File: src/rtl/mem_arb_pkg.sv
// Shared types and constants for the two-requester 1R1W memory arbiter.
package mem_arb_pkg;

  typedef enum logic {
    ST_CLEAR = 1'b0,
    ST_RUN   = 1'b1
  } state_t;

  localparam logic REQ_ID0 = 1'b0;
  localparam logic REQ_ID1 = 1'b1;

  localparam int DEF_WIDTH = 32;
  localparam int DEF_DEPTH = 16;

endpackage

File: src/rtl/mem_arb_1r1w_if.sv
// Requester-side bus of mem_arb_1r1w: two request channels plus a shared response.
// Handshake: a request transfers on a cycle where req_valid_i[n] and req_ready_o[n] are both 1;
// valid/we/addr/wdata stay stable until then and valid never waits on ready. Responses carry no ready.
interface mem_arb_1r1w_if #(
  parameter int WIDTH = mem_arb_pkg::DEF_WIDTH,
  parameter int DEPTH = mem_arb_pkg::DEF_DEPTH
);
  localparam int AW = $clog2(DEPTH);

  logic [1:0]            req_valid_i;
  logic [1:0]            req_we_i;
  logic [1:0][AW-1:0]    req_addr_i;
  logic [1:0][WIDTH-1:0] req_wdata_i;
  logic [1:0]            req_ready_o;
  logic [1:0]            rsp_valid_o;
  logic [WIDTH-1:0]      rsp_rdata_o;

  modport master (
    output req_valid_i, req_we_i, req_addr_i, req_wdata_i,
    input  req_ready_o, rsp_valid_o, rsp_rdata_o
  );

  modport slave (
    input  req_valid_i, req_we_i, req_addr_i, req_wdata_i,
    output req_ready_o, rsp_valid_o, rsp_rdata_o
  );

endinterface

File: src/rtl/rr_arb2.sv
// Two-request round-robin arbiter: combinational grant, pointer flips to the other requester after a grant.
module rr_arb2
  import mem_arb_pkg::*;
(
  input  logic       clk,
  input  logic       rst_n,
  input  logic [1:0] i_req,
  output logic [1:0] o_gnt
);

  logic r_ptr;

  always_comb begin
    o_gnt = i_req;
    if (i_req == 2'b11) begin
      o_gnt = (r_ptr == REQ_ID1) ? 2'b10 : 2'b01;
    end
  end

  always_ff @(posedge clk or negedge rst_n) begin
    if (!rst_n) begin
      r_ptr <= REQ_ID0;
    end else if (o_gnt[0]) begin
      r_ptr <= REQ_ID1;
    end else if (o_gnt[1]) begin
      r_ptr <= REQ_ID0;
    end
  end

endmodule

File: src/rtl/mem_arb_1r1w.sv
// Clears an external 1R1W memory after reset, then arbitrates two requesters onto its ports.
// Define MEM_ARB_FWD_EN to forward same-cycle write data to a colliding read.
module mem_arb_1r1w
  import mem_arb_pkg::*;
#(
  parameter  int WIDTH = DEF_WIDTH,
  parameter  int DEPTH = DEF_DEPTH,
  localparam int AW    = $clog2(DEPTH)
) (
  input  logic             clk,
  input  logic             rst,
  mem_arb_1r1w_if.slave    bus,
  output logic [AW-1:0]    rd_addr0,
  output logic [AW-1:0]    wr_addr0,
  output logic [WIDTH-1:0] wr_din0,
  output logic             we0,
  input  logic [WIDTH-1:0] rd_dout0,
  output state_t           o_state
);

  state_t        r_state;
  logic [AW-1:0] r_clr_cnt;
  logic [AW-1:0] r_rd_addr;
  logic          r_rsp_vld;
  logic          r_rsp_tag;

  logic          w_run;
  logic [1:0]    w_rd_req;
  logic [1:0]    w_wr_req;
  logic [1:0]    w_rd_gnt;
  logic [1:0]    w_wr_gnt;
  logic          w_rd_sel;
  logic          w_wr_sel;

  assign w_run    = (r_state == ST_RUN);
  assign w_rd_req = bus.req_valid_i & ~bus.req_we_i & {2{w_run}};
  assign w_wr_req = bus.req_valid_i &  bus.req_we_i & {2{w_run}};

  rr_arb2 u_rd_arb (
    .clk   (clk),
    .rst_n (rst),
    .i_req (w_rd_req),
    .o_gnt (w_rd_gnt)
  );

  rr_arb2 u_wr_arb (
    .clk   (clk),
    .rst_n (rst),
    .i_req (w_wr_req),
    .o_gnt (w_wr_gnt)
  );

  assign w_rd_sel        = w_rd_gnt[1];
  assign w_wr_sel        = w_wr_gnt[1];
  assign bus.req_ready_o = w_rd_gnt | w_wr_gnt;
  assign o_state         = r_state;

  // Read address holds its last granted value so the memory output stays stable when idle.
  always_comb begin
    rd_addr0 = r_rd_addr;
    if (|w_rd_gnt) begin
      rd_addr0 = bus.req_addr_i[w_rd_sel];
    end
  end

  // we0 is gated by rst so the memory sees no write while reset is held.
  always_comb begin
    we0      = 1'b0;
    wr_addr0 = '0;
    wr_din0  = '0;
    if (rst) begin
      if (!w_run) begin
        we0      = 1'b1;
        wr_addr0 = r_clr_cnt;
      end else if (|w_wr_gnt) begin
        we0      = 1'b1;
        wr_addr0 = bus.req_addr_i[w_wr_sel];
        wr_din0  = bus.req_wdata_i[w_wr_sel];
      end
    end
  end

  always_ff @(posedge clk or negedge rst) begin
    if (!rst) begin
      r_state   <= ST_CLEAR;
      r_clr_cnt <= '0;
      r_rd_addr <= '0;
      r_rsp_vld <= 1'b0;
      r_rsp_tag <= REQ_ID0;
    end else begin
      r_rsp_vld <= |w_rd_gnt;
      if (|w_rd_gnt) begin
        r_rsp_tag <= w_rd_sel;
        r_rd_addr <= bus.req_addr_i[w_rd_sel];
      end
      case (r_state)
        ST_CLEAR: begin
          if (r_clr_cnt == AW'(DEPTH - 1)) begin
            r_state   <= ST_RUN;
            r_clr_cnt <= '0;
          end else begin
            r_clr_cnt <= r_clr_cnt + AW'(1);
          end
        end
        ST_RUN:  r_state <= ST_RUN;
        default: r_state <= ST_CLEAR;
      endcase
    end
  end

  assign bus.rsp_valid_o = {r_rsp_vld & r_rsp_tag, r_rsp_vld & ~r_rsp_tag};

`ifdef MEM_ARB_FWD_EN
  logic             r_fwd_hit;
  logic [WIDTH-1:0] r_fwd_data;

  always_ff @(posedge clk or negedge rst) begin
    if (!rst) begin
      r_fwd_hit  <= 1'b0;
      r_fwd_data <= '0;
    end else begin
      r_fwd_hit <= (|w_rd_gnt) && (|w_wr_gnt) &&
                   (bus.req_addr_i[w_rd_sel] == bus.req_addr_i[w_wr_sel]);
      if (|w_wr_gnt) begin
        r_fwd_data <= bus.req_wdata_i[w_wr_sel];
      end
    end
  end

  assign bus.rsp_rdata_o = r_fwd_hit ? r_fwd_data : rd_dout0;
`else
  assign bus.rsp_rdata_o = rd_dout0;
`endif

endmodule

File: src/flat_wrapper.sv
// flat-port wrapper written by rule: the top's interface ports become plain ports
module mem_arb_1r1w_flat import mem_arb_pkg::*;
#(
  parameter  int WIDTH = DEF_WIDTH,
  parameter  int DEPTH = DEF_DEPTH,
  localparam int AW    = $clog2(DEPTH)
)
  (clk, rst, rd_addr0, wr_addr0, wr_din0, we0, rd_dout0, o_state, bus_req_valid_i, bus_req_we_i, bus_req_addr_i, bus_req_wdata_i, bus_req_ready_o, bus_rsp_valid_o, bus_rsp_rdata_o);
  mem_arb_1r1w_if #(.WIDTH(WIDTH), .DEPTH(DEPTH)) bus_i ();
  input  logic clk;
  input  logic rst;
  output logic [AW-1:0] rd_addr0;
  output logic [AW-1:0] wr_addr0;
  output logic [WIDTH-1:0] wr_din0;
  output logic we0;
  input  logic [WIDTH-1:0] rd_dout0;
  output state_t o_state;
  input wire logic [$bits(bus_i.req_valid_i)-1:0] bus_req_valid_i;
  input wire logic [$bits(bus_i.req_we_i)-1:0] bus_req_we_i;
  input wire logic [$bits(bus_i.req_addr_i)-1:0] bus_req_addr_i;
  input wire logic [$bits(bus_i.req_wdata_i)-1:0] bus_req_wdata_i;
  output wire logic [$bits(bus_i.req_ready_o)-1:0] bus_req_ready_o;
  output wire logic [$bits(bus_i.rsp_valid_o)-1:0] bus_rsp_valid_o;
  output wire logic [$bits(bus_i.rsp_rdata_o)-1:0] bus_rsp_rdata_o;
  assign bus_i.req_valid_i = bus_req_valid_i;
  assign bus_i.req_we_i = bus_req_we_i;
  assign bus_i.req_addr_i = bus_req_addr_i;
  assign bus_i.req_wdata_i = bus_req_wdata_i;
  assign bus_req_ready_o = bus_i.req_ready_o;
  assign bus_rsp_valid_o = bus_i.rsp_valid_o;
  assign bus_rsp_rdata_o = bus_i.rsp_rdata_o;
  mem_arb_1r1w #(.WIDTH(WIDTH), .DEPTH(DEPTH)) u_core (.clk(clk), .rst(rst), .bus(bus_i), .rd_addr0(rd_addr0), .wr_addr0(wr_addr0), .wr_din0(wr_din0), .we0(we0), .rd_dout0(rd_dout0), .o_state(o_state));
endmodule
File: config.mk
export PLATFORM = sky130hd
export DESIGN_NAME = mem_arb_1r1w_flat
export DESIGN_NICKNAME = d
export VERILOG_FILES = /design/src/rtl/mem_arb_pkg.sv /design/src/rtl/mem_arb_1r1w_if.sv /design/src/rtl/rr_arb2.sv /design/src/rtl/mem_arb_1r1w.sv /design/src/flat_wrapper.sv
export SDC_FILE = /design/constraint.sdc
export NUM_CORES = 1
export LEC_CHECK = 0
export ABC_AREA = 1
export CAP_MARGIN = 20
export CORE_ASPECT_RATIO = 0.6
export CORE_MARGIN = 1.5
export CORE_UTILIZATION = 28
export CTS_CLUSTER_SIZE = 12
export DETAILED_ROUTE_END_ITERATION = 8
export PLACE_DENSITY = 0.82
export SETUP_SLACK_MARGIN = 0.2
export SYNTH_ARGS = -nofsm -noshare
export SYNTH_HDL_FRONTEND = slang
export SYNTH_HIERARCHICAL = 1
export SYNTH_SLANG_ARGS = --single-unit
File: constraint.sdc
create_clock -name clk -period 3.2 [get_ports clk]
set_input_delay 0.96 -clock clk [delete_from_list [all_inputs] [get_ports clk]]
set_output_delay 0.96 -clock clk [all_outputs]
set_load 0.005 [all_outputs]
==> results of run 1 <==
synthesized netlist by cell type:
cell type / instances / area [um2]
sky130_fd_sc_hd__xor2_1: 1 / 8.76
sky130_fd_sc_hd__buf_6: 3 / 33.8
sky130_fd_sc_hd__nor2_1: 11 / 41.3
sky130_fd_sc_hd__inv_2: 2 / 7.51
sky130_fd_sc_hd__a21oi_1: 4 / 20.0
sky130_fd_sc_hd__nand3_1: 7 / 35.0
sky130_fd_sc_hd__dfrtp_1: 13 / 325
sky130_fd_sc_hd__nand4_1: 1 / 6.26
sky130_fd_sc_hd__ha_1: 1 / 12.5
sky130_fd_sc_hd__or2_2: 1 / 6.26
sky130_fd_sc_hd__inv_1: 48 / 180
sky130_fd_sc_hd__buf_2: 4 / 20.0
sky130_fd_sc_hd__o21ai_0: 2 / 10.0
sky130_fd_sc_hd__clkbuf_1: 3 / 11.3
sky130_fd_sc_hd__buf_1: 1 / 3.75
sky130_fd_sc_hd__nand2_1: 175 / 657
sky130_fd_sc_hd__o22ai_1: 3 / 18.8
sky130_fd_sc_hd__nor3_4: 1 / 16.3
sky130_fd_sc_hd__buf_4: 32 / 240
sky130_fd_sc_hd__nor3_1: 5 / 25.0
cells in the final DEF (no fill, tap or decap), types with 2 or more instances in the layout:
cell                              Yosys  layout
sky130_fd_sc_hd__buf_2                4      28
sky130_fd_sc_hd__clkbuf_16            0       4
sky130_fd_sc_hd__nand2_2              0      23
sky130_fd_sc_hd__nor3_1               5       4
sky130_fd_sc_hd__inv_1               48      36
sky130_fd_sc_hd__buf_8                0       8
sky130_fd_sc_hd__clkbuf_8             0       3
sky130_fd_sc_hd__o21ai_0              2       2
sky130_fd_sc_hd__buf_16               0       4
sky130_fd_sc_hd__dlygate4sd2_1        0       2
sky130_fd_sc_hd__nor2_1              11       5
sky130_fd_sc_hd__a21oi_2              0       2
sky130_fd_sc_hd__nor2_4               0       3
sky130_fd_sc_hd__nand3_1              7       7
sky130_fd_sc_hd__buf_6                3      30
sky130_fd_sc_hd__dfrtp_1             13      13
sky130_fd_sc_hd__nor2_2               0       3
sky130_fd_sc_hd__nand2_1            175     140
sky130_fd_sc_hd__buf_12               0       3
sky130_fd_sc_hd__inv_2                2      13
sky130_fd_sc_hd__nand2_4              0      12
sky130_fd_sc_hd__buf_4               32      15
sky130_fd_sc_hd__clkdlybuf4s50_1      0      79
sky130_fd_sc_hd__o22ai_1              3       3
worst max-delay path by stage:
stage / from / to / slack (ns)
finish: bus_req_we_i[1] / wr_din0[6] / -0.32
global route: bus_req_we_i[1] / wr_din0[6] / -0.38
CTS: bus_req_valid_i[1] / rd_addr0[3] / -0.30
detailed placement: bus_req_valid_i[1] / wr_din0[6] / -0.79
global placement: bus_req_valid_i[1] / wr_din0[15] / -0.74
floorplan: bus_req_valid_i[1] / wr_din0[11] / 0.25
per-layer routing:
metal  wire length (um)  share of wire, %  global-route usage (%)
met3                546               7.3                    7.16
met4                  0                 0                    3.21
met5                  0                 0                       0
met2               3600                48                    34.8
met1               3290                44                    25.2
metrics by stage:
stage | util (%) | setup slack (ns) | cells | cell area, um2 | hold slack, ns
2_1_floorplan | - | 0.255 | 318 | 1680 | 0.464
3_3_place_gp | 50.2 | -0.743 | 493 | 2850 | 0.488
3_5_place_dp | 50.2 | -0.792 | 493 | 2850 | 0.488
4_1_cts | 56.5 | -0.299 | 521 | 3210 | 0.503
5_1_grt | 62.2 | -0.377 | 534 | 3530 | 0.520
6_report | 62.2 | -0.321 | 534 | 3530 | 0.501
cell families (layout without fill, tap and decap cells):
logic type	Yosys count	after routing	share of synthesized area (%)
AND/OR/NAND/NOR	201	201	46.9
adder cells (fa/ha/maj)	1	1	0.745
flip-flops	13	13	19.4
AO/OA/AOI/OAI	9	9	2.91
buffers and inverters	93	229	29.6
XOR/XNOR	1	1	0.522
critical path: stages:
cell and delay, ns:
sky130_fd_sc_hd__buf_8 0.08, sky130_fd_sc_hd__nand2_4 0.05, sky130_fd_sc_hd__nor2_4 0.16, sky130_fd_sc_hd__buf_6 0.12, sky130_fd_sc_hd__a21oi_4 0.05, sky130_fd_sc_hd__nor2_4 0.12, sky130_fd_sc_hd__nor3_4 0.05, sky130_fd_sc_hd__buf_6 0.12
sky130_fd_sc_hd__buf_6 0.11, sky130_fd_sc_hd__buf_16 0.12, sky130_fd_sc_hd__buf_6 0.10, sky130_fd_sc_hd__buf_6 0.10, sky130_fd_sc_hd__buf_6 0.10, sky130_fd_sc_hd__buf_6 0.10, sky130_fd_sc_hd__nand2_4 0.05, sky130_fd_sc_hd__inv_2 0.04
sky130_fd_sc_hd__buf_6 0.11
flip-flops by register name, summed over array words and instances (netlist names):
name	cells
u_core/r_clr_cnt	4
u_core/o_state	1
u_core/u_rd_arb/r_ptr	1
u_core/r_rd_addr	4
u_core/u_wr_arb/r_ptr	1
u_core/r_rsp_tag	1
u_core/r_rsp_vld	1
layout make-up:
type	count	area [um2]
Timing Repair Buffer	175	1810
Tap cell	80	100
Multi-Input combinational cell	212	1060
Clock buffer	4	45.0
Inverter	50	195
Sequential cell	13	325
Fill cell	539	2140
what timing repair did:
action,CTS,global route
gates cloned,4,4
endpoints found under the setup margin,43,43
gates resized for setup,238,53
setup buffers,20,9
pin swaps,8,2
hold endpoints to repair,0,0
report_power, final:
group          internal, mW  total [mW]  switching [mW]  leakage [nW]
combinational         0.328       0.572           0.243          1.90
clock                0.0878       0.145          0.0573        0.0228
sequential            0.183       0.197          0.0140         0.156
total                 0.599       0.914           0.315          2.08
==> results.cfg, run 1 <==
[finish]
num-nets-final = 566
layout_area_growth_over_synthesis_pct = 110
antenna-diode-count = 0
ratio_of_cells_with_drive_above_1_in_the_final_layout_pct = 34.6

[power_and_ir_drop]
leakagePower_nw = 2.08
ir_drop_uv = 118
power_per_cell_area_mw_per_mm2 = 259
report.power.total_mw = 0.914

[timing]
setup_violations = 30
finalClockSkew_ns = 0.00619
max_slew.worst_pin.slew_ns = 0.277
fmax_mhz = 284
finalMaxSlewViolations = 0
final.setup.worst_slack_ns = -0.321
max_transition_margin_pct = 81.6
count_of_final_hold_check_violations = 0
period_minus_slack_ns = 3.52
setup-tns-final_ns = -4.57
setup_repair_after_global_routing_missed_its_margin = true
period_share_pct = 110

[clocking]
clk_pin_slew_ns = 0.06
hold_buffers = 0
clk_path_buf_depth = 2
cts_tree = done
insertion_delay_ns = 0.24
cts_num_sinks = 13
htree_levels = 1
root_buffer = sky130_fd_sc_hd__clkbuf_8
cts_buffers = 3

[floorplanning]
dieArea_mm2 = 0.00649
die-height_um = 63.0
dieWidth_um = 103
io_pins = 188
core_mm2 = 0.00568
num_rows = 21
initial_utilization_pct = 29.6

[routing]
antenna_left = 0
detail_route.wirelength_um = 7440
vias_per_cell = 4.41
drc = 0
dr.pass1.iters = 4
num_vias = 2357
routedWlPerCell_um = 13.9
drtIter0Drc = 50

[critical_path]
r2r_cells = 8
critPathLaunchType = input pin
crit_path_max_fo = 4
worst-endpoint-arrival_ns = 2.56
r2r-start = u_core/o_state$_DFF_PN0_
r2r-end = u_core/r_rd_addr[3]$_DFF_PN0_
setup_crit_path_kind = input pin to output port
critical_path_end_type = output port
timing.critical_path.required_ns = 2.24
ff2ff_setup_slack_ns = 1.63

[global_routing]
grt_antenna_before_repair = 0
overflow = 0
grt_first_pass_wirelength_um = 10300
grtUsageTotal_pct = 20.5
via_count_of_the_first_global_routing_pass = 2193
grt_max_degree = 33

[yosys]
synth_area_mm2 = 0.00168
yosys_register_bits = 13
post_synth_num_cell_types = 20
syn-instance-count = 318
postSynthNetCount = 429
post_synthesis_mean_instance_area_um2 = 5.28
synth_warnings = 6
ys_seq_area_share_pct = 19.4

[status]
violated_checks = setup timing
status = finished, violations left

[hold_path]
min_delay_worst_endpoint = u_core/r_rsp_tag$_DFFE_PN0N_
worst_hold_startpoint = u_core/r_rsp_tag$_DFFE_PN0N_
hp-class = flop to flop
min_delay_path_depth = 2

[placement]
place_congestion = 0.812
dp_hpwl_um = 4550
port-buffer-count = 123

[run]
drv_cap = 0
(Power assumes the default switching activity.)
==> run 2: changes to the inputs <==
Settings changed: CORE_ASPECT_RATIO 0.6 to default.
==> run 2 against run 1 <==
Against the previous run:
- the run still ends with setup timing left
- clock power grew 6%
- final cell count grew 0.56%
- first-iteration DRC count grew 20%
- die area shrank 0.24%
- via count grew 1.1%
- clock skew shrank 0.0032 ns
- worst hold slack gained 0.025 ns
- clock-buffer cell count shrank 1
- sequential power is essentially flat
- sequential cell count is the same
- non-clock buffer count grew 8
- critical path depth shrank 3
- largest power group unchanged
==> results.cfg, run 2 (synthesis results as in run 1) <==
[status]
status = finished, violations left
violated_checks = setup timing

[finish]
area.sequential_um2 = 325
finalInstanceArea_mm2 = 0.00371
ratio_of_cells_with_drive_above_1_in_the_final_layout_pct = 43.9
layout.cells.most_common_list = sky130_fd_sc_hd__nand2_1, sky130_fd_sc_hd__clkdlybuf4s50_1, sky130_fd_sc_hd__buf_6, sky130_fd_sc_hd__nand2_2, sky130_fd_sc_hd__inv_2
layout_area_growth_over_synthesis_pct = 121
layout.filler_cells = 505
antenna-diode-count = 0
multiInputGateArea_mm2 = 0.00117
num-nets-final = 574
layout_top_registers = u_core/r_clr_cnt x4, u_core/r_rd_addr x4
layout.cells.most_common = sky130_fd_sc_hd__nand2_1

[critical_path]
worst-endpoint-arrival_ns = 2.36
path_cells = buf_6 > nand2_4 > nor2_4 > buf_6 > a21oi_4 > nor2_4 > nor3_4 > buf_6 > buf_6 > buf_6 > buf_6 > nand2_2 > inv_1 > buf_2
setup_crit_path_kind = input pin to output port
ff2ff_setup_slack_ns = 1.60
crit_top_cell = sky130_fd_sc_hd__buf_6
timing.critical_path.required_ns = 2.24
max_stage_delay_ns = 0.18
critical_path_end_type = output port
r2r-start = u_core/o_state$_DFF_PN0_
slowest_stage_cell_cp = sky130_fd_sc_hd__nor3_4
crit_path_max_fo = 4
critPathLaunchType = input pin
cp-startpoint = bus_req_valid_i[1]

[hold_path]
hp-class = flop to flop
worst_hold_startpoint = u_core/r_rsp_tag$_DFFE_PN0N_

[global_routing]
grtUsageTotal_pct = 20.0
grt_first_pass_wirelength_um = 10200
grt_antenna_before_repair = 0
via_count_of_the_first_global_routing_pass = 2282
overflow = 0
grt_max_degree = 18

[timing]
period_minus_slack_ns = 3.32
max_slew.worst_pin.slew_ns = 0.304
fmax_mhz = 301
period_share_pct = 104
finalClockSkew_ns = 0.00300
final.setup.worst_slack_ns = -0.125
setup_repair_after_global_routing_missed_its_margin = true
setup-tns-final_ns = -1.02
setup_violations = 29
count_of_final_hold_check_violations = 0
max_transition_margin_pct = 79.7
finalMaxSlewViolations = 0

[routing]
drc = 0
antenna_left = 0
vias_per_cell = 4.44
dr.pass1.iters = 4
routedWlPerCell_um = 13.6
drtIter0Drc = 60
detail_route.wirelength_um = 7320
num_vias = 2384

[floorplanning]
io_pins = 188
core_mm2 = 0.00585
initial_utilization_pct = 28.7
dieWidth_um = 80.4
dieArea_mm2 = 0.00647
num_rows = 28
die-height_um = 80.4

[power_and_ir_drop]
ir_drop_uv = 255
leakagePower_nw = 2.11
power_per_cell_area_mw_per_mm2 = 258

[placement]
dp_hpwl_um = 4450
port-buffer-count = 123
place_congestion = 0.834
postPlaceCellArea_mm2 = 0.00286

[clocking]
clk_path_buf_depth = 2
cts_buffers = 3
htree_levels = 1
cts_num_sinks = 13
root_buffer = sky130_fd_sc_hd__clkbuf_8
cts_tree = done
clk_pin_slew_ns = 0.06
insertion_delay_ns = 0.25
hold_buffers = 0

[run]
drv_cap = 0
[run 2: cell types whose count changed in the layout (fill, tap and decap cells not counted), moves of 3 or more]
| cell | previous run | this run |
|---|---|---|
| sky130_fd_sc_hd__buf_12 | 3 | 6 |
| sky130_fd_sc_hd__buf_2 | 28 | 17 |
| sky130_fd_sc_hd__buf_4 | 15 | 27 |
| sky130_fd_sc_hd__buf_6 | 30 | 40 |
| sky130_fd_sc_hd__clkbuf_16 | 4 | 0 |
| sky130_fd_sc_hd__clkdlybuf4s50_1 | 79 | 75 |
| sky130_fd_sc_hd__inv_1 | 36 | 21 |
| sky130_fd_sc_hd__inv_2 | 13 | 28 |
| sky130_fd_sc_hd__nand2_1 | 140 | 128 |
| sky130_fd_sc_hd__nand2_2 | 23 | 33 |
| sky130_fd_sc_hd__nor3_1 | 4 | 0 |
[run 2: metal layers]
metal | track usage, % | vias up | share of wire (%)
li1 | - | 1185 | -
met1 | 21.8 | 1061 | 35
met2 | 37.3 | 119 | 55
met3 | 4.89 | 19 | 8.4
met4 | 6.72 | 0 | 1.5
met5 | 0 | - | 0
[run 2: cell type report]
cell class	count	area share, %
inverters	50	5.26
flip-flops and latches	13	8.77
clock buffers	3	1.11
well taps	75	2.53
clock inverters	1	0.135
multi-input cells	212	31.6
repair buffers	183	50.6
[run 2: worst paths after layout]
path | to | depth (start not counted)
max | wr_din0[10] | 14
min | u_core/r_rsp_tag$_DFFE_PN0N_ | 2
max reg2reg | u_core/r_rd_addr[2]$_DFF_PN0_ | 8
min reg2reg | u_core/r_rsp_tag$_DFFE_PN0N_ | 2
max in group asynchronous | u_core/r_rsp_tag$_DFFE_PN0N_ | 2
min in group asynchronous | u_core/r_clr_cnt[1]$_DFFE_PN0N_ | 2
[run 2: stage by stage]
step | total power [mW] | util (%) | setup slack, ns | hold WS (ns) | instances
final | 0.958 | 63.4 | -0.125 | 0.527 | 537
after global routing | 1.02 | 63.4 | -0.183 | 0.573 | 537
after CTS | 0.864 | 56.8 | -0.0610 | 0.527 | 533
after detailed placement | 0.600 | 48.9 | -0.833 | 0.512 | 490
after global placement | 0.594 | 48.9 | -0.751 | 0.486 | 490
after floorplan | 0.381 | - | 0.255 | 0.464 | 318
[run 2: critical path: cells and delay by family]
| family | cells | cell delay (ns) |
|---|---|---|
| AOI/OAI and AO/OA | 1 | 0.17 |
| and+or+nand+nor | 5 | 0.40 |
| buffers and inverters | 8 | 0.83 |
[run 2: power breakdown]
part	leakage (nW)	internal [mW]	switching [mW]	total (mW)
Combinational	1.93	0.347	0.261	0.607
Sequential	0.156	0.183	0.0150	0.198
Clock	0.0255	0.0864	0.0666	0.153
Total	2.11	0.616	0.342	0.958
[run 2: repair_timing]
item | CTS | global route
pin swaps | 16 | 15
resized for setup | 238 | 122
setup endpoints to repair | 43 | 43
setup buffers | 34 | 4
cloned | 5 | 0
==> run 3: changes to the inputs <==
Settings changed: REMOVE_ABC_BUFFERS from default to 1.
==> run 3 against run 2 <==
Against the previous run:
- the flow still finishes with violations (setup timing)
- fmax down 5.0%
- utilization up 0.53 points
- sequential cell count unchanged
- first-iteration DRC count up 28%
- via count up 5.8%
- clock power down 4%
- critical path depth up 3
- critical path type unchanged
- largest power group unchanged
==> results.cfg, run 3 (synthesis results as in run 1) <==
[status]
status = finished, violations left
violated_checks = setup timing

[global_routing]
overflow = 0
grt_first_pass_wirelength_um = 12600
via_count_of_the_first_global_routing_pass = 2461
grt_antenna_before_repair = 0
grtUsageTotal_pct = 26.6
grt_max_degree = 18

[floorplanning]
dieArea_mm2 = 0.00647
initial_utilization_pct = 28.7
dieWidth_um = 80.4
die-height_um = 80.4
io_pins = 188
core_mm2 = 0.00585
num_rows = 28

[timing]
max_transition_margin_pct = 81.6
fmax_mhz = 286
finalClockSkew_ns = 0.00108
count_of_final_hold_check_violations = 0
setup_repair_after_global_routing_missed_its_margin = true
final.setup.worst_slack_ns = -0.299
period_share_pct = 109
period_minus_slack_ns = 3.50
setup_violations = 39
max_slew.worst_pin.slew_ns = 0.275
finalMaxSlewViolations = 0

[run]
drv_cap = 0

[power_and_ir_drop]
leakagePower_nw = 2.12
ir_drop_uv = 382
net-switching-power_mw = 0.338
clock_power_share_pct = 15.1
power.share.combinational_pct = 64.9
report.power.total_mw = 0.975
seq_power_share_pct = 20.0
switching_share_pct = 34.7
power_per_cell_area_mw_per_mm2 = 261
power_report.internal_total_mw = 0.637

[finish]
ratio_of_cells_with_drive_above_1_in_the_final_layout_pct = 43.8
layout_top_registers = u_core/r_clr_cnt x4, u_core/r_rd_addr x4
layout.cells.most_common_list = sky130_fd_sc_hd__nand2_1, sky130_fd_sc_hd__clkdlybuf4s50_1, sky130_fd_sc_hd__nand2_2, sky130_fd_sc_hd__buf_6, sky130_fd_sc_hd__inv_1
antenna-diode-count = 0
layout_area_growth_over_synthesis_pct = 123
num-nets-final = 582
layout.cells.most_common = sky130_fd_sc_hd__nand2_1

[clocking]
insertion_delay_ns = 0.24
root_buffer = sky130_fd_sc_hd__clkbuf_8
hold_buffers = 0
cts_tree = done
clk_path_buf_depth = 2
cts_num_sinks = 13
cts_buffers = 3
htree_levels = 1
clk_pin_slew_ns = 0.06

[critical_path]
path_cells = buf_8 > nand2_4 > nor2_4 > buf_6 > a21oi_4 > nor2_4 > nor3_4 > buf_6 > buf_6 > buf_16 > buf_6 > buf_6 > buf_6 > buf_6 > nand2_2 > inv_2 > buf_6
crit_family = buffers and inverters
critical_path_end_type = output port
crit_path_max_fo = 4
slowest_stage_cell_cp = sky130_fd_sc_hd__nor2_4
worst-endpoint-arrival_ns = 2.54
setup_crit_path_kind = input pin to output port
timing.critical_path.buf_inv = 11
cp-startpoint = bus_req_we_i[1]
critPathLaunchType = input pin
r2r-start = u_core/o_state$_DFF_PN0_
crit_top_cell = sky130_fd_sc_hd__buf_6
timing.critical_path.required_ns = 2.24
max_stage_delay_ns = 0.15

[hold_path]
worst_hold_startpoint = u_core/r_rsp_tag$_DFFE_PN0N_
hp-class = flop to flop

[routing]
drtIter0Drc = 77
routedWlPerCell_um = 17.0
drc = 0
dr.pass1.iters = 4
detail_route.wirelength_um = 9270
vias_per_cell = 4.63
num_vias = 2522
antenna_left = 0

[placement]
port-buffer-count = 123
place_congestion = 0.888
dp_hpwl_um = 5980
pre_cts_ws_ns = -0.868
## run 3: what timing repair did
item                       CTS  global route
gates resized for setup    261            83
buffers inserted            33             9
setup endpoints to repair   43            43
gates cloned                 6             0
pin swaps                   28            14
## run 3: cell type report
type                            count  area [um2]
Inverter                           50         195
Sequential cell                    13         325
Fill cell                         487        2110
Multi-Input combinational cell    212        1120
Tap cell                           75        93.8
Clock buffer                        4        45.0
Timing Repair Buffer              191        1960
## run 3: power groups by stage
stage          clock [mW]  sequential, mW  combinational (mW)
2_1_floorplan           0           0.194               0.143
3_3_place_gp            0           0.195               0.404
3_5_place_dp            0           0.196               0.407
4_1_cts             0.150           0.194               0.551
5_1_grt             0.159           0.197               0.676
6_report            0.147           0.195               0.633
## run 3: path summary, 6_finish.rpt
kind	end	depth (start not counted)	slack [ns]
max in group asynchronous	u_core/r_clr_cnt[2]$_DFFE_PN0N_	2	2.18
worst min register to register	u_core/r_rsp_tag$_DFFE_PN0N_	2	0.51
worst max register to register	u_core/r_rd_addr[0]$_DFF_PN0_	10	1.55
worst max-delay path	wr_din0[9]	17	-0.30
min in group asynchronous	u_core/o_state$_DFF_PN0_	2	0.84
worst min-delay path	u_core/r_rsp_tag$_DFFE_PN0N_	2	0.51
## run 3: per-layer routing
| layer | part of all wire, % | track usage, % | vias to the layer above | routed length, um |
|---|---|---|---|---|
| li1 | - | - | 1197 | - |
| met1 | 35 | 27.4 | 1136 | 3280 |
| met2 | 50 | 48.5 | 159 | 4660 |
| met3 | 12 | 12.2 | 30 | 1120 |
| met4 | 2.3 | 5.69 | 0 | 213 |
| met5 | 0 | 4.55 | - | 0 |
## run 3: per-stage QoR
stage / area, um2 / cells / hold WS [ns] / utilization [%] / setup TNS (ns)
6_report: 3740 / 545 / 0.513 / 63.9 / -5.11
5_1_grt: 3740 / 545 / 0.550 / 63.9 / -8.70
4_1_cts: 3480 / 536 / 0.507 / 59.4 / -3.02
3_5_place_dp: 2860 / 493 / 0.493 / 48.8 / -32.30
3_3_place_gp: 2860 / 493 / 0.487 / 48.8 / -31.23
2_1_floorplan: 1370 / 275 / 0.464 / - / -24.52
## run 3: worst reg2reg max path, stage by stage (launching register included)
cell and delay (ns):
sky130_fd_sc_hd__dfrtp_1 0.36, sky130_fd_sc_hd__buf_4 0.15, sky130_fd_sc_hd__nand2_1 0.05, sky130_fd_sc_hd__nor2_1 0.23, sky130_fd_sc_hd__nand2_1 0.10, sky130_fd_sc_hd__nand2_1 0.11, sky130_fd_sc_hd__inv_1 0.07, sky130_fd_sc_hd__buf_4 0.16
sky130_fd_sc_hd__nor2_1 0.13, sky130_fd_sc_hd__nor3_2 0.07, sky130_fd_sc_hd__buf_4 0.13
